[config.mk]
export PLATFORM = sky130hd
export DESIGN_NAME = readout_rx_bin_integrator
export DESIGN_NICKNAME = d
export VERILOG_FILES = /design/src/rtl/readout_rx_bin_integrator_pkg.sv /design/src/rtl/readout_rx_bin_integrator_iq_shift_sat.sv /design/src/rtl/readout_rx_bin_integrator.sv
export SDC_FILE = /design/constraint.sdc
export NUM_CORES = 1
export LEC_CHECK = 0
export BUFFER_PORTS_ARGS = -buffer_cell sky130_fd_sc_hd__clkbuf_2
export CAP_MARGIN = 10
export CORE_ASPECT_RATIO = 1.75
export CORE_UTILIZATION = 39
export DETAILED_ROUTE_END_ITERATION = 8
export HOLD_SLACK_MARGIN = 0.03
export PLACE_DENSITY_LB_ADDON = 0.1
export SKIP_LAST_GASP = 1
export SYNTH_ARGS = -nofsm -noshare
export SYNTH_HDL_FRONTEND = slang
export SYNTH_HIERARCHICAL = 1
export SYNTH_SLANG_ARGS = --single-unit
[constraint.sdc]
create_clock -name clk -period 3.8 [get_ports clk]
set_input_delay 0.38 -clock clk [delete_from_list [all_inputs] [get_ports clk]]
set_output_delay 0.38 -clock clk [all_outputs]
set_load 0.05 [all_outputs]
[src/rtl/readout_rx_bin_integrator_pkg.sv]
// Shared definitions for the readout RX bin integrator: FSM state encoding and
// accumulator width derivation.
package readout_rx_bin_integrator_pkg;

  typedef enum logic [1:0] {
    ST_IDLE  = 2'd0,
    ST_INTEG = 2'd1,
    ST_DONE  = 2'd2
  } rx_state_e;

  localparam int SHIFT_WIDTH = 4;

  // Accumulator must hold 2^BIN_LEN_WIDTH full-scale samples without overflow.
  function automatic int acc_width(input int data_w, input int bin_len_w);
    return data_w + bin_len_w;
  endfunction

endpackage

[src/rtl/readout_rx_bin_integrator_iq_shift_sat.sv]
// Combinational bin-sum reduction: arithmetic right shift, then saturate
// (READOUT_RX_BIN_INTEGRATOR_SAT_EN defined) or wrap to DATA_WIDTH bits.
module readout_rx_iq_shift_sat
  import readout_rx_bin_integrator_pkg::*;
#(
  parameter int DATA_WIDTH = 16,
  parameter int ACC_WIDTH  = 24
) (
  input  logic signed [ACC_WIDTH-1:0]   sum_i,
  input  logic        [SHIFT_WIDTH-1:0] shift_i,
  output logic signed [DATA_WIDTH-1:0]  val_o
);

  logic signed [ACC_WIDTH-1:0] shifted;

  assign shifted = sum_i >>> shift_i;

`ifdef READOUT_RX_BIN_INTEGRATOR_SAT_EN
  localparam logic signed [ACC_WIDTH-1:0] SAT_MAX =
    {{(ACC_WIDTH-DATA_WIDTH+1){1'b0}}, {(DATA_WIDTH-1){1'b1}}};
  localparam logic signed [ACC_WIDTH-1:0] SAT_MIN =
    {{(ACC_WIDTH-DATA_WIDTH+1){1'b1}}, {(DATA_WIDTH-1){1'b0}}};

  // Clamp to the representable output range.
  always_comb begin
    if (shifted > SAT_MAX) begin
      val_o = SAT_MAX[DATA_WIDTH-1:0];
    end else if (shifted < SAT_MIN) begin
      val_o = SAT_MIN[DATA_WIDTH-1:0];
    end else begin
      val_o = shifted[DATA_WIDTH-1:0];
    end
  end
`else
  logic unused_hi_bits;

  assign unused_hi_bits = ^shifted[ACC_WIDTH-1:DATA_WIDTH];
  assign val_o          = shifted[DATA_WIDTH-1:0];
`endif

endmodule

[src/rtl/readout_rx_bin_integrator.sv]
// Integrates demodulated I/Q samples into bins over a measurement window.
// Optional output saturation: define READOUT_RX_BIN_INTEGRATOR_SAT_EN.
module readout_rx_bin_integrator
  import readout_rx_bin_integrator_pkg::*;
#(
  parameter int DATA_WIDTH    = 16,
  parameter int BIN_LEN_WIDTH = 8,
  parameter int NUM_BIN_WIDTH = 8
) (
  input  logic                            clk,
  input  logic                            rst,
  input  logic        [BIN_LEN_WIDTH-1:0] cfg_bin_len,
  input  logic        [NUM_BIN_WIDTH-1:0] cfg_num_bins,
  input  logic        [SHIFT_WIDTH-1:0]   cfg_shift,
  input  logic                            meas_start,
  input  logic                            valid_in,
  input  logic signed [DATA_WIDTH-1:0]    i_in,
  input  logic signed [DATA_WIDTH-1:0]    q_in,
  output logic                            valid_out,
  output logic signed [DATA_WIDTH-1:0]    i_out,
  output logic signed [DATA_WIDTH-1:0]    q_out,
  output logic                            start_count_out,
  output logic                            finish_count_out,
  output logic                            busy,
  output logic                            err_restart
);

  localparam int ACC_WIDTH = acc_width(DATA_WIDTH, BIN_LEN_WIDTH);

  localparam logic [BIN_LEN_WIDTH-1:0] BL_ZERO = {BIN_LEN_WIDTH{1'b0}};
  localparam logic [BIN_LEN_WIDTH-1:0] BL_ONE  = {{(BIN_LEN_WIDTH-1){1'b0}}, 1'b1};
  localparam logic [NUM_BIN_WIDTH-1:0] NB_ZERO = {NUM_BIN_WIDTH{1'b0}};
  localparam logic [NUM_BIN_WIDTH-1:0] NB_ONE  = {{(NUM_BIN_WIDTH-1){1'b0}}, 1'b1};
  localparam logic [ACC_WIDTH-1:0]     ACC_ZERO = {ACC_WIDTH{1'b0}};

  rx_state_e                   state_q, state_d;
  logic [BIN_LEN_WIDTH-1:0]    bin_len_q, bin_len_d;
  logic [NUM_BIN_WIDTH-1:0]    num_bins_q, num_bins_d;
  logic [SHIFT_WIDTH-1:0]      shift_q, shift_d;
  logic [BIN_LEN_WIDTH-1:0]    smp_cnt_q, smp_cnt_d;
  logic [NUM_BIN_WIDTH-1:0]    bin_cnt_q, bin_cnt_d;
  logic signed [ACC_WIDTH-1:0] acc_i_q, acc_i_d;
  logic signed [ACC_WIDTH-1:0] acc_q_q, acc_q_d;
  logic                        valid_q, valid_d;
  logic signed [DATA_WIDTH-1:0] i_out_q, i_out_d;
  logic signed [DATA_WIDTH-1:0] q_out_q, q_out_d;
  logic                        start_q, start_d;
  logic                        finish_q, finish_d;
  logic                        err_q, err_d;

  logic signed [ACC_WIDTH-1:0]  sum_i, sum_q;
  logic signed [DATA_WIDTH-1:0] red_i, red_q;
  logic [BIN_LEN_WIDTH-1:0]     smp_cnt_inc;
  logic [NUM_BIN_WIDTH-1:0]     bin_cnt_inc;
  logic                         take_smp;
  logic                         bin_close;
  logic                         last_bin;

  // The closing sample is part of its bin, so reduce acc+sample, not acc.
  assign sum_i       = acc_i_q + ACC_WIDTH'(i_in);
  assign sum_q       = acc_q_q + ACC_WIDTH'(q_in);
  assign smp_cnt_inc = smp_cnt_q + BL_ONE;
  assign bin_cnt_inc = bin_cnt_q + NB_ONE;
  assign take_smp    = (state_q == ST_INTEG) && valid_in;
  assign bin_close   = take_smp && (smp_cnt_inc == bin_len_q);
  assign last_bin    = bin_close && (bin_cnt_inc == num_bins_q);

  readout_rx_iq_shift_sat #(
    .DATA_WIDTH (DATA_WIDTH),
    .ACC_WIDTH  (ACC_WIDTH)
  ) u_shift_sat_i (
    .sum_i   (sum_i),
    .shift_i (shift_q),
    .val_o   (red_i)
  );

  readout_rx_iq_shift_sat #(
    .DATA_WIDTH (DATA_WIDTH),
    .ACC_WIDTH  (ACC_WIDTH)
  ) u_shift_sat_q (
    .sum_i   (sum_q),
    .shift_i (shift_q),
    .val_o   (red_q)
  );

  // Next-state and datapath update for the window FSM.
  always_comb begin
    state_d    = state_q;
    bin_len_d  = bin_len_q;
    num_bins_d = num_bins_q;
    shift_d    = shift_q;
    smp_cnt_d  = smp_cnt_q;
    bin_cnt_d  = bin_cnt_q;
    acc_i_d    = acc_i_q;
    acc_q_d    = acc_q_q;
    valid_d    = 1'b0;
    i_out_d    = i_out_q;
    q_out_d    = q_out_q;
    start_d    = 1'b0;
    finish_d   = 1'b0;

    if (meas_start && (state_q != ST_IDLE)) begin
      err_d = 1'b1;
    end else begin
      err_d = err_q;
    end

    case (state_q)
      ST_IDLE: begin
        if (meas_start) begin
          bin_len_d  = (cfg_bin_len == BL_ZERO) ? BL_ONE : cfg_bin_len;
          num_bins_d = (cfg_num_bins == NB_ZERO) ? NB_ONE : cfg_num_bins;
          shift_d    = cfg_shift;
          smp_cnt_d  = BL_ZERO;
          bin_cnt_d  = NB_ZERO;
          acc_i_d    = ACC_ZERO;
          acc_q_d    = ACC_ZERO;
          state_d    = ST_INTEG;
        end else begin
          state_d = ST_IDLE;
        end
      end
      ST_INTEG: begin
        if (bin_close) begin
          acc_i_d   = ACC_ZERO;
          acc_q_d   = ACC_ZERO;
          smp_cnt_d = BL_ZERO;
          bin_cnt_d = bin_cnt_inc;
          valid_d   = 1'b1;
          i_out_d   = red_i;
          q_out_d   = red_q;
          start_d   = (bin_cnt_q == NB_ZERO);
          state_d   = last_bin ? ST_DONE : ST_INTEG;
        end else if (take_smp) begin
          acc_i_d   = sum_i;
          acc_q_d   = sum_q;
          smp_cnt_d = smp_cnt_inc;
        end else begin
          state_d = ST_INTEG;
        end
      end
      ST_DONE: begin
        state_d  = ST_IDLE;
        finish_d = 1'b1;
      end
      default: begin
        state_d = ST_IDLE;
      end
    endcase
  end

  // State and output registers; reset drops any partial window.
  always_ff @(posedge clk or negedge rst) begin
    if (!rst) begin
      state_q    <= ST_IDLE;
      bin_len_q  <= BL_ZERO;
      num_bins_q <= NB_ZERO;
      shift_q    <= {SHIFT_WIDTH{1'b0}};
      smp_cnt_q  <= BL_ZERO;
      bin_cnt_q  <= NB_ZERO;
      acc_i_q    <= ACC_ZERO;
      acc_q_q    <= ACC_ZERO;
      valid_q    <= 1'b0;
      i_out_q    <= {DATA_WIDTH{1'b0}};
      q_out_q    <= {DATA_WIDTH{1'b0}};
      start_q    <= 1'b0;
      finish_q   <= 1'b0;
      err_q      <= 1'b0;
    end else begin
      state_q    <= state_d;
      bin_len_q  <= bin_len_d;
      num_bins_q <= num_bins_d;
      shift_q    <= shift_d;
      smp_cnt_q  <= smp_cnt_d;
      bin_cnt_q  <= bin_cnt_d;
      acc_i_q    <= acc_i_d;
      acc_q_q    <= acc_q_d;
      valid_q    <= valid_d;
      i_out_q    <= i_out_d;
      q_out_q    <= q_out_d;
      start_q    <= start_d;
      finish_q   <= finish_d;
      err_q      <= err_d;
    end
  end

  assign valid_out        = valid_q;
  assign i_out            = i_out_q;
  assign q_out            = q_out_q;
  assign start_count_out  = start_q;
  assign finish_count_out = finish_q;
  assign busy             = (state_q != ST_IDLE);
  assign err_restart      = err_q;

endmodule

==> impl_metrics.ini <==
[run_status]
status = complete, no violations

[worst_setup_path]
criticalPathCategory = flip-flop to flip-flop
data_required_time_at_the_worst_endpoint_ps = 4130
maximum_fanout_along_the_worst_path = 3
arrival_ps = 3970
end_kind = flip-flop
category_of_the_worst_setup_path_launch_point = flip-flop

[timing]
slew_headroom_pct = 38.8
number_of_setup_violations_in_the_final_report = 0
setup_total_negative_slack_ps = 0
maxClockFrequency_ghz = 0.275
slew_at_the_pin_closest_to_its_max_slew_limit_ps = 915
hold_ws_ps = 184
final_max_slew_viol_count = 0
grt_setup_unrepaired = no
worst_clock_skew_ps = 14.1
timing.final.crit_share_pct = 95.8
timing.final.hold_violations = 0
min_clock_period_post_route_ps = 3640

[die]
die_h_um = 211
die_area_sq_um = 25600
initial_core_util_pct = 39.7
core_sq_um = 24500
rows = 76
boundaryPins = 93
dieWidth_um = 121

[cells_and_area]
drive_above_1_share_pct = 28.6
final_cells = 1526
area.sequential_sq_um = 3060
layout-area-overhead-vs-synth_pct = 21.9
multi_input_combinational_cell_area_sq_um = 6330
insertedDiodeCount = 0
post-route-cell-area_sq_um = 11900
layout.filler_cells = 2443
final_nets = 1308

[power_and_ir_drop]
power_switching_mw = 6.14
cellLeakagePower_nw = 5.49
clockPowerShare_pct = 13.1
max_vdd_drop_mv = 0.469
combPwrFrac_pct = 68.9
finalPower_mw = 13.2
p_per_area_nw_per_um2 = 1110
cellInternalPower_mw = 7.03
share_seq_of_total_power_pct = 18.1
switching_power_as_a_share_of_total_power_pct = 46.6

[routing]
num_vias = 8777
drt_iter0_markers = 362
avgRoutedWirePerCell_um = 20.2
drt_drc_violations_left = 0
routed_wirelength_mm = 30.9
vias_per_cell = 5.75
ant_nets = 0
dr.pass1.iters = 4

[logic_synthesis]
yosys_register_bits = 122
syn_nets = 1143
synth-main-ff-cell = sky130_fd_sc_hd__dfrtp_1
seq_area_frac_synth_pct = 31.4
average_cell_area_after_synthesis_sq_um = 9.39
post_synth_num_cell_types = 66
synth_edf_count = 0
synth_area_sq_um = 9730
synth-warning-count = 6
synth-async-reset-ratio_pct = 100
syn-instance-count = 1036

[clock_tree]
cts-buffers-inserted = 17
cts_root_buf = sky130_fd_sc_hd__clkbuf_16
cts.sink_count = 122
tritoncts_clock_tree = yes
clk_path_buf_depth = 2
clock_tree.htree_level_count = 4
insertion_delay_ps = 450
clkSlewWorstSetupHoldPaths_ps = 60

[place]
hpwl_after_detailed_placement_mm = 23.8
postPlaceCellArea_sq_um = 11200
gp_routability_congestion = 0.976
placedCellCount = 1491
portBuffers = 92

[worst_hold_path]
worst_hold_path_type = input pin to flip-flop

[global_routing]
wire_length_of_the_first_global_routing_pass_mm = 48.7
antenna_found_initial = 0
first_global_vias = 9172
global_router_s_overall_resource_usage_pct = 25.3
grt_remaining_overflow = 0
grt_start_max_net_pins = 76

[run]
cap_viol_max_count = 0
## state kept, by name, indices dropped and copies added, names as in the netlist
signal            count
valid_out             1
shift_q               4
bin_len_q             8
smp_cnt_q             8
q_out                16
acc_q_q              24
finish_count_out      1
start_count_out       1
num_bins_q            8
state_q               2
acc_i_q              24
i_out                16
err_restart           1
bin_cnt_q             8
## final timing paths
kind,from,end,slack (ps),cells past startpoint
worst min register to register,err_restart,err_restart,460,1
min in group asynchronous,rst,acc_i_q[11],500,2
worst min-delay path,cfg_num_bins[3],num_bins_q[3],180,2
worst max-delay path,acc_i_q[0],i_out[10],160,14
max in group asynchronous,rst,shift_q[1],2370,3
worst max register to register,acc_i_q[0],i_out[10],160,14
## layout make-up
| cell class | count | area share [%] |
|---|---|---|
| Multi-Input combinational cell | 822 | 53.4 |
| Inverter | 32 | 1.02 |
| Timing Repair Buffer | 206 | 11.4 |
| Clock buffer | 19 | 3.74 |
| Sequential cell | 122 | 25.8 |
| Tap cell | 312 | 3.29 |
| Clock inverter | 13 | 1.41 |
## Yosys cell counts (all sizes together), types with 4 or more instances
cell,n,area [sq um]
mux2i,51,510
a21boi,4,30.0
and3,8,50.1
a21oi,70,350
o22ai,4,25.0
buf,27,180
nand3,49,258
a21o,17,128
nor3,28,140
a2bb2oi,4,35.0
a22oi,18,135
xor2,22,193
dfrtp,122,3050
o21bai,4,30.0
clkbuf,33,124
o21a,8,60.1
nand4,12,75.1
or3,4,25.0
a31oi,11,68.8
nor2b,14,87.6
a22o,45,394
xnor2,36,315
inv,29,109
nor2,61,229
ha,49,613
a221o,6,60.1
a211oi,11,95.1
mux2,65,739
o21ai,53,265
or2,5,31.3
o211ai,6,45.0
nor4,6,37.5
mux4,22,510
nand2,82,308
nand2b,9,56.3
and2,6,37.5
## per-stage QoR
step / util [%] / setup slack, ps
finish: 48.3 / 160
global route: 48.3 / 2.67
CTS: 48.0 / 9.21
detailed placement: 45.5 / -157
global placement: 45.5 / -129
floorplan: - / 111
## repair_timing
item                       in CTS  in global routing
pin swaps                       0                  5
setup endpoints to repair       7                 22
setup buffers                   0                  2
hold endpoints to repair       73                  0
resized for setup               1                 17
hold buffers                    1                  0
## routing by layer
layer | wire length, um | global-route usage, % | part of all wire (%)
met1 | 11100 | 24.3 | 36
met2 | 17100 | 47.7 | 55
met3 | 872 | 4.78 | 2.8
met4 | 1860 | 17.1 | 6.0
met5 | 0 | 0 | 0
## kinds of logic after synthesis
| kind of cell | Yosys count | synth area share (%) |
|---|---|---|
| xor gates and xnor gates | 58 | 5.22 |
| AOI/OAI and AO/OA | 285 | 20.0 |
| adders and majority gates | 51 | 6.71 |
| DFF | 122 | 31.4 |
| and+or+nand+nor | 290 | 14.3 |
| buffers and inverters | 92 | 4.37 |
| muxes | 138 | 18.1 |
## power by group through the flow
stage / Sequential, mW / Clock (mW) / Combinational (mW)
3_3_place_gp: 2.41 / 0 / 8.84
5_1_grt: 2.47 / 1.81 / 9.83
6_report: 2.38 / 1.72 / 9.07
4_1_cts: 2.39 / 1.76 / 8.90
2_1_floorplan: 2.42 / 0 / 5.63
3_5_place_dp: 2.41 / 0 / 8.86
## layout by cell type, fill, tap and decap left out, types with 8 or more instances in the layout
cell type and n:
sky130_fd_sc_hd__dfrtp_1 119, sky130_fd_sc_hd__buf_4 111, sky130_fd_sc_hd__clkbuf_2 91, sky130_fd_sc_hd__nand2_1 82, sky130_fd_sc_hd__a21oi_1 67, sky130_fd_sc_hd__mux2_2 63
sky130_fd_sc_hd__nor2_1 58, sky130_fd_sc_hd__mux2i_1 50, sky130_fd_sc_hd__nand3_1 48, sky130_fd_sc_hd__ha_1 48, sky130_fd_sc_hd__o21ai_0 47, sky130_fd_sc_hd__a22o_1 45
sky130_fd_sc_hd__xnor2_1 35, sky130_fd_sc_hd__inv_1 29, sky130_fd_sc_hd__nor3_1 28, sky130_fd_sc_hd__xor2_1 22, sky130_fd_sc_hd__a22oi_1 18, sky130_fd_sc_hd__mux4_2 18
sky130_fd_sc_hd__a21o_1 17, sky130_fd_sc_hd__clkbuf_16 17, sky130_fd_sc_hd__nor2b_1 13, sky130_fd_sc_hd__nand4_1 12, sky130_fd_sc_hd__a31oi_1 11, sky130_fd_sc_hd__a211oi_1 9
sky130_fd_sc_hd__nand2b_1 9, sky130_fd_sc_hd__o21a_1 8, sky130_fd_sc_hd__and3_1 8
## worst max-delay path, cell delays in order, from the launching register on
cell	delay [ps]
sky130_fd_sc_hd__dfrtp_1	350
sky130_fd_sc_hd__ha_2	180
sky130_fd_sc_hd__inv_1	50
sky130_fd_sc_hd__fa_2	360
sky130_fd_sc_hd__nor2b_2	130
sky130_fd_sc_hd__o211ai_1	160
sky130_fd_sc_hd__a211oi_2	300
sky130_fd_sc_hd__nor2_2	90
sky130_fd_sc_hd__nor4_2	300
sky130_fd_sc_hd__mux2i_1	130
sky130_fd_sc_hd__and2_4	190
sky130_fd_sc_hd__mux4_2	440
sky130_fd_sc_hd__mux2_2	290
sky130_fd_sc_hd__a221o_1	290
sky130_fd_sc_hd__mux2_2	260
Note: power is estimated with default switching activity, not from simulation.
